===== config.mk =====
export PLATFORM = sky130hd
export DESIGN_NAME = muldiv_sequencer_flat
export DESIGN_NICKNAME = d
export VERILOG_FILES = /design/src/rtl/muldiv_sequencer_if.sv /design/src/rtl/muldiv_sequencer.sv /design/src/flat_wrapper.sv
export SDC_FILE = /design/constraint.sdc
export NUM_CORES = 1
export LEC_CHECK = 0
export ABC_CLOCK_PERIOD_IN_PS = 1700
export CAP_MARGIN = 20
export CORE_UTILIZATION = 48
export CTS_CLUSTER_DIAMETER = 50
export DETAILED_ROUTE_END_ITERATION = 12
export GPL_ROUTABILITY_DRIVEN = 0
export PLACE_DENSITY_LB_ADDON = 0.3
export SLEW_MARGIN = 5
export SYNTH_ARGS = -nofsm -noshare
export SYNTH_HDL_FRONTEND = slang
export SYNTH_SLANG_ARGS = --single-unit
export TNS_END_PERCENT = 30

===== constraint.sdc =====
create_clock -name clock -period 1.7 [get_ports clock]
set_clock_uncertainty 0.1 [all_clocks]
set_input_delay 0.34 -clock clock [delete_from_list [all_inputs] [get_ports clock]]
set_output_delay 0.34 -clock clock [all_outputs]
set_load 0.02 [all_outputs]

===== src/rtl/muldiv_sequencer_if.sv =====
// Command/status bundle between main control and the HI/LO sequencer.
// MULDIV_DZ_EXC_EN adds the dz_exc status line.
interface muldiv_sequencer_if;
    logic       start;
    logic [2:0] op;
    logic       rt_is_zero;
    logic       hilo_read;
    logic       busy;
    logic       done;
    logic       stall_req;
    logic       mult_signed;
    logic       div_signed;
    logic       multy_ena;
    logic       divy_ena;
    logic       hi_ena;
    logic       lo_ena;
    logic [1:0] hi_sel;
    logic [1:0] lo_sel;
    logic       overrun;
`ifdef MULDIV_DZ_EXC_EN
    logic       dz_exc;

    modport master (
        output start, op, rt_is_zero, hilo_read,
        input  busy, done, stall_req, mult_signed, div_signed, multy_ena, divy_ena,
        input  hi_ena, lo_ena, hi_sel, lo_sel, overrun, dz_exc
    );
    modport slave (
        input  start, op, rt_is_zero, hilo_read,
        output busy, done, stall_req, mult_signed, div_signed, multy_ena, divy_ena,
        output hi_ena, lo_ena, hi_sel, lo_sel, overrun, dz_exc
    );
`else
    modport master (
        output start, op, rt_is_zero, hilo_read,
        input  busy, done, stall_req, mult_signed, div_signed, multy_ena, divy_ena,
        input  hi_ena, lo_ena, hi_sel, lo_sel, overrun
    );
    modport slave (
        input  start, op, rt_is_zero, hilo_read,
        output busy, done, stall_req, mult_signed, div_signed, multy_ena, divy_ena,
        output hi_ena, lo_ena, hi_sel, lo_sel, overrun
    );
`endif
endinterface


===== src/rtl/muldiv_sequencer.sv =====
// Multi-cycle sequencer for the shared mul/div unit and the HI/LO registers.
// Optional divide-by-zero exception path enabled by MULDIV_DZ_EXC_EN.
module muldiv_sequencer #(
    parameter int unsigned MUL_LAT = 2,
    parameter int unsigned DIV_LAT = 32
) (
    input logic            clock,
    input logic            reset,
    muldiv_sequencer_if.slave bus
);

    localparam logic [2:0] StIdle   = 3'd0;
    localparam logic [2:0] StMulRun = 3'd1;
    localparam logic [2:0] StDivRun = 3'd2;
    localparam logic [2:0] StMove   = 3'd3;
    localparam logic [2:0] StWrite  = 3'd4;
    localparam logic [2:0] StZero   = 3'd5;

    logic [2:0] state_q, state_d;
    logic [5:0] cnt_q, cnt_d;
    logic       mult_signed_q, mult_signed_d;
    logic       div_signed_q, div_signed_d;
    logic       is_mul_q, is_mul_d;  // WRITE source: multiplier vs divider
    logic       is_hi_q, is_hi_d;    // MOVE target: HI vs LO
    logic       overrun_q, overrun_d;
    logic       div_by_zero;

`ifdef MULDIV_DZ_EXC_EN
    assign div_by_zero = bus.rt_is_zero;
`else
    logic unused_rt_is_zero;
    assign unused_rt_is_zero = bus.rt_is_zero;
    assign div_by_zero = 1'b0;
`endif

    always_comb begin
        state_d       = state_q;
        cnt_d         = cnt_q;
        mult_signed_d = mult_signed_q;
        div_signed_d  = div_signed_q;
        is_mul_d      = is_mul_q;
        is_hi_d       = is_hi_q;
        overrun_d     = overrun_q | (bus.start & (state_q != StIdle));
        case (state_q)
            StIdle: begin
                if (bus.start) begin
                    case (bus.op)
                        3'b000, 3'b001: begin
                            state_d       = StMulRun;
                            cnt_d         = 6'(MUL_LAT - 1);
                            mult_signed_d = ~bus.op[0];
                            is_mul_d      = 1'b1;
                        end
                        3'b010, 3'b011: begin
                            state_d      = div_by_zero ? StZero : StDivRun;
                            cnt_d        = 6'(DIV_LAT - 1);
                            div_signed_d = ~bus.op[0];
                            is_mul_d     = 1'b0;
                        end
                        3'b100, 3'b101: begin
                            state_d = StMove;
                            is_hi_d = ~bus.op[0];
                        end
                        default: ;
                    endcase
                end
            end
            StMulRun, StDivRun: begin
                if (cnt_q == 6'd0) begin
                    state_d = StWrite;
                end else begin
                    cnt_d = cnt_q - 6'd1;
                end
            end
            default: begin
                state_d       = StIdle;
                mult_signed_d = 1'b0;
                div_signed_d  = 1'b0;
            end
        endcase
    end

    always_ff @(posedge clock) begin
        if (!reset) begin
            state_q       <= StIdle;
            cnt_q         <= 6'd0;
            mult_signed_q <= 1'b0;
            div_signed_q  <= 1'b0;
            is_mul_q      <= 1'b0;
            is_hi_q       <= 1'b0;
            overrun_q     <= 1'b0;
        end else begin
            state_q       <= state_d;
            cnt_q         <= cnt_d;
            mult_signed_q <= mult_signed_d;
            div_signed_q  <= div_signed_d;
            is_mul_q      <= is_mul_d;
            is_hi_q       <= is_hi_d;
            overrun_q     <= overrun_d;
        end
    end

    // Strobes decode registered state only so no input reaches them combinationally.
    logic in_write, in_move;
    assign in_write = (state_q == StWrite);
    assign in_move  = (state_q == StMove);

    assign bus.busy        = (state_q != StIdle);
    assign bus.done        = in_write | in_move | (state_q == StZero);
    assign bus.stall_req   = bus.hilo_read & bus.busy;
    assign bus.mult_signed = mult_signed_q;
    assign bus.div_signed  = div_signed_q;
    assign bus.multy_ena   = (state_q == StMulRun) && (cnt_q == 6'd0);
    assign bus.divy_ena    = (state_q == StDivRun) && (cnt_q == 6'd0);
    assign bus.hi_ena      = in_write | (in_move & is_hi_q);
    assign bus.lo_ena      = in_write | (in_move & ~is_hi_q);
    assign bus.hi_sel      = in_write ? (is_mul_q ? 2'd2 : 2'd0) :
                             ((in_move & is_hi_q) ? 2'd1 : 2'd0);
    assign bus.lo_sel      = in_write ? (is_mul_q ? 2'd2 : 2'd0) :
                             ((in_move & ~is_hi_q) ? 2'd1 : 2'd0);
    assign bus.overrun     = overrun_q;
`ifdef MULDIV_DZ_EXC_EN
    assign bus.dz_exc      = (state_q == StZero);
`endif

endmodule


===== src/flat_wrapper.sv =====
// flat-port wrapper written by rule: the top's interface ports become plain ports
module muldiv_sequencer_flat 
#(
    parameter int unsigned MUL_LAT = 2,
    parameter int unsigned DIV_LAT = 32
)
  (clock, reset, bus_start, bus_op, bus_rt_is_zero, bus_hilo_read, bus_busy, bus_done, bus_stall_req, bus_mult_signed, bus_div_signed, bus_multy_ena, bus_divy_ena, bus_hi_ena, bus_lo_ena, bus_hi_sel, bus_lo_sel, bus_overrun);
  muldiv_sequencer_if bus_i ();
  input logic clock;
  input logic reset;
  input wire logic [$bits(bus_i.start)-1:0] bus_start;
  input wire logic [$bits(bus_i.op)-1:0] bus_op;
  input wire logic [$bits(bus_i.rt_is_zero)-1:0] bus_rt_is_zero;
  input wire logic [$bits(bus_i.hilo_read)-1:0] bus_hilo_read;
  output wire logic [$bits(bus_i.busy)-1:0] bus_busy;
  output wire logic [$bits(bus_i.done)-1:0] bus_done;
  output wire logic [$bits(bus_i.stall_req)-1:0] bus_stall_req;
  output wire logic [$bits(bus_i.mult_signed)-1:0] bus_mult_signed;
  output wire logic [$bits(bus_i.div_signed)-1:0] bus_div_signed;
  output wire logic [$bits(bus_i.multy_ena)-1:0] bus_multy_ena;
  output wire logic [$bits(bus_i.divy_ena)-1:0] bus_divy_ena;
  output wire logic [$bits(bus_i.hi_ena)-1:0] bus_hi_ena;
  output wire logic [$bits(bus_i.lo_ena)-1:0] bus_lo_ena;
  output wire logic [$bits(bus_i.hi_sel)-1:0] bus_hi_sel;
  output wire logic [$bits(bus_i.lo_sel)-1:0] bus_lo_sel;
  output wire logic [$bits(bus_i.overrun)-1:0] bus_overrun;
  assign bus_i.start = bus_start;
  assign bus_i.op = bus_op;
  assign bus_i.rt_is_zero = bus_rt_is_zero;
  assign bus_i.hilo_read = bus_hilo_read;
  assign bus_busy = bus_i.busy;
  assign bus_done = bus_i.done;
  assign bus_stall_req = bus_i.stall_req;
  assign bus_mult_signed = bus_i.mult_signed;
  assign bus_div_signed = bus_i.div_signed;
  assign bus_multy_ena = bus_i.multy_ena;
  assign bus_divy_ena = bus_i.divy_ena;
  assign bus_hi_ena = bus_i.hi_ena;
  assign bus_lo_ena = bus_i.lo_ena;
  assign bus_hi_sel = bus_i.hi_sel;
  assign bus_lo_sel = bus_i.lo_sel;
  assign bus_overrun = bus_i.overrun;
  muldiv_sequencer #(.MUL_LAT(MUL_LAT), .DIV_LAT(DIV_LAT)) u_core (.clock(clock), .reset(reset), .bus(bus_i));
endmodule

==> impl_results.md <==
- Setup TNS: -0.475 ns
- Nets@finish: 164
- Post-synthesis register bit count: 14
- Top cells by area, synth: dfxtp_1 (31%), nor2_1 (5.5%), o211a_1 (4.5%)
- Total global-route track usage: 0.266
- CP required: 1.26 ns
- # DRC: 0
- Total power: 2.65 mW
- Slowest Stage Delay on Critical Path: 0.32 ns
- Worst setup margin: -0.190 ns
- Worst-path cell chain: inv_1 -> ha_1 -> nand2_2 -> nor4b_2 -> buf_4
- Top_reg_cell synth: dfxtp_1
- Max-slew violations: 0
- Vias: 1,010
- Warnings, synthesis: 0
- Met3 usage: 0.0480
- Largest net degree at the start of global routing: 10
- CP startpoint kind: register
- Die span in y: 45.1 µm
- Post-synthesis net count: 114
- Layout cells sized above 1: 0.434
- Clock share of power: 0.075
- # diodes: 0
- Max Buffers Root-to-Sink: 2
- CTS tree: done
- Total wire length: 2740 µm
- Clk slew on worst S/H paths: 0.09 ns
- Worst Path Buf+Inv: 2
- DRT iter0 DRCs: 61
- Max-cap viol count: 0
- Post-synthesis cell area: 892 µm²
- Avg Inst Size Synth: 8.58 µm²
- Width of the chip: 45.1 µm
- Area of the multi-input gates: 601 µm²
- Gate power share: 0.726
- Worst-path maximum fanout: 2
- Met1 Use GR: 0.328
- Initial Util: 0.517
- Routed length per instance: 15.5 µm
- Kind of cell adding the most delay to the critical path: simple AND/OR/NAND/NOR gates
- CTS H-tree depth: 1
- Gr busiest metal: met2
- Final period util: 1.11
- Vias per cell: 5.71
- Setup bufs post-CTS: 0
- Max Freq: 529 MHz
- Sequential fraction of design power: 0.199
- Initial antenna violation count: 0
- Layout area overhead: 55.8%
- First-pass GRT wire length: 3840 µm
- Crit path DAT: 1.45 ns
- Root buffer selected by CTS: clkbuf_4
- Detailed Place HPWL: 1900 µm
- Die area: 0.00203 mm²
- Final setup fails: 7
- Detail Route Antenna Nets: 0
- Final Hold Viols: 0
- Register area: 285 µm²
- Initial DRT Pass Iterations: 4
- Final Util: 0.805
- WS Path Type: register to output pin
- IO Pins: 22
- CP max-delay cell: dfxtp_1
- PwrDens: 1910 mW/mm²
- Leak: 0.645 nW
- Failing checks: setup timing
- Placement Cell Area: 0.00133 mm²
- Max-Slew Margin vs Limit: 0.697
- Outcome: complete, but fails checks
- Count of hold-fix buffers inserted at cts: 0
- Post-synth EDFFs: 0
- Setup crit end kind: output pin
- Yosys cell types: 37
- Row count: 15
- Grt total ovfl: 0
- Vias in the first global route: 892
- Area leader, netlist: dfxtp_1
- Core area: 0.00173 mm²
- TritonCTS Sinks: 14
- Grt met2 use: 0.455
- Min Clock Period, post-route: 1.89 ns
- Internal: 1.49 mW
- Psw: 1.16 mW
- Post-synthesis sequential area ratio: 0.314
- Post-synth top area share: 0.314
- Switch share: 0.437
- Clk_lat worst skew: 0.29 ns
- Worst min path class: register to register
- Final Cell Area: 0.00139 mm²
- Syn Inst Count: 104
- Pre-CTS setup slack: -0.351 ns
- Peak supply drop: 1360 µV
- Number of buffers added on ports: 20
- Asr flop ratio synth: 0
- TritonCTS Buffers: 3
- Filler cell count: 117
- Worst slew pin tran: 0.450 ns
- RSZ-0062 raised after global routing: true
## what timing repair did
item | in CTS | in global routing
endpoints found under the setup margin | 21 | 19
resized for setup | 56 | 24
pin swaps | 5 | 5
## worst reg2reg max path, cell delays in order, from the launching register on
cell and delay (ns):
dfxtp_2 0.34, nor4_4 0.29, buf_4 0.17, a211oi_4 0.08
or4_4 0.53, a21oi_2 0.15
## worst paths after layout
kind,start,end,slack (ns),depth (start not counted)
min,u_core.bus.div_signed$_SDFFE_PN0P_,u_core.bus.div_signed$_SDFFE_PN0P_,0.39,2
max,u_core.cnt_q[0]$_SDFFE_PN0P_,bus_divy_ena,-0.19,5
max reg2reg,u_core.cnt_q[2]$_SDFFE_PN0P_,u_core.state_q[1]$_SDFFE_PN0P_,-0.03,5
min reg2reg,u_core.bus.div_signed$_SDFFE_PN0P_,u_core.bus.div_signed$_SDFFE_PN0P_,0.39,2
## kinds of logic (layout without fill, tap and decap cells)
group,after synthesis,count (layout),synth area share
adders and majority gates,2,2,0.0280
DFF,14,14,0.314
AOI/OAI and AO/OA,30,30,0.250
muxes,1,1,0.0112
and+or+nand+nor,43,43,0.285
buffers and inverters,12,60,0.0715
xor gates and xnor gates,2,2,0.0407
## state kept, by name, summed over array words and instances (netlist names)
name                    cells
u_core.cnt_q                6
u_core.state_q              3
u_core.bus.div_signed       1
u_core.bus.mult_signed      1
u_core.bus.overrun          1
u_core.is_hi_q              1
u_core.is_mul_q             1
## power groups by stage
stage          Combinational (mW)  Sequential [mW]  Clock (mW)
6_report                     1.93            0.528       0.198
2_1_floorplan               0.926            0.537           0
3_5_place_dp                 1.71            0.521           0
4_1_cts                      1.69            0.522       0.197
5_1_grt                      2.04            0.538       0.209
3_3_place_gp                 1.65            0.514           0
## stage by stage
step / hold slack, ns / std cells
2_1_floorplan: 0.336 / 104
3_3_place_gp: 0.357 / 175
3_5_place_dp: 0.379 / 175
4_1_cts: 0.394 / 178
5_1_grt: 0.432 / 177
6_report: 0.392 / 177
## metal layers
metal | wire (µm) | part of all wire
met5 | 0 | 0
met4 | 82 | 0.030
met3 | 201 | 0.073
met2 | 1390 | 0.51
met1 | 1070 | 0.39
## cell usage in the layout, fill, tap and decap left out, types with 2 or more instances in the layout
cell             count
nor3_1               4
dfxtp_1             10
clkbuf_4             3
ha_1                 2
buf_2                3
a211oi_1             3
o22ai_1              2
buf_4               29
dfxtp_2              4
a211o_1              3
clkdlybuf4s50_1      7
nor3b_1              2
o211a_1              4
nor2_1              13
or4_4                2
nand2_2              2
o21ai_0              5
a21oi_2              2
a21oi_1              4
and3_1               2
nand2_1              6
inv_1                5
buf_6                8
## area by class of cell
type	count	area share
Multi-Input combinational cell	78	0.432
Timing Repair Buffer	50	0.305
Sequential cell	14	0.205
Tap cell	25	0.0225
Inverter	7	0.0189
Clock buffer	3	0.0162
## synth_stat cells, drive strengths merged, types with 3 or more instances
master and count:
nor3 5, a211oi 4, buf 4, o211a 4, nor2 13, a211o 3
nor3b 4, inv 6, o21ai 6, nand2 8, a21oi 6, dfxtp 14
(Power assumes the default switching activity.)
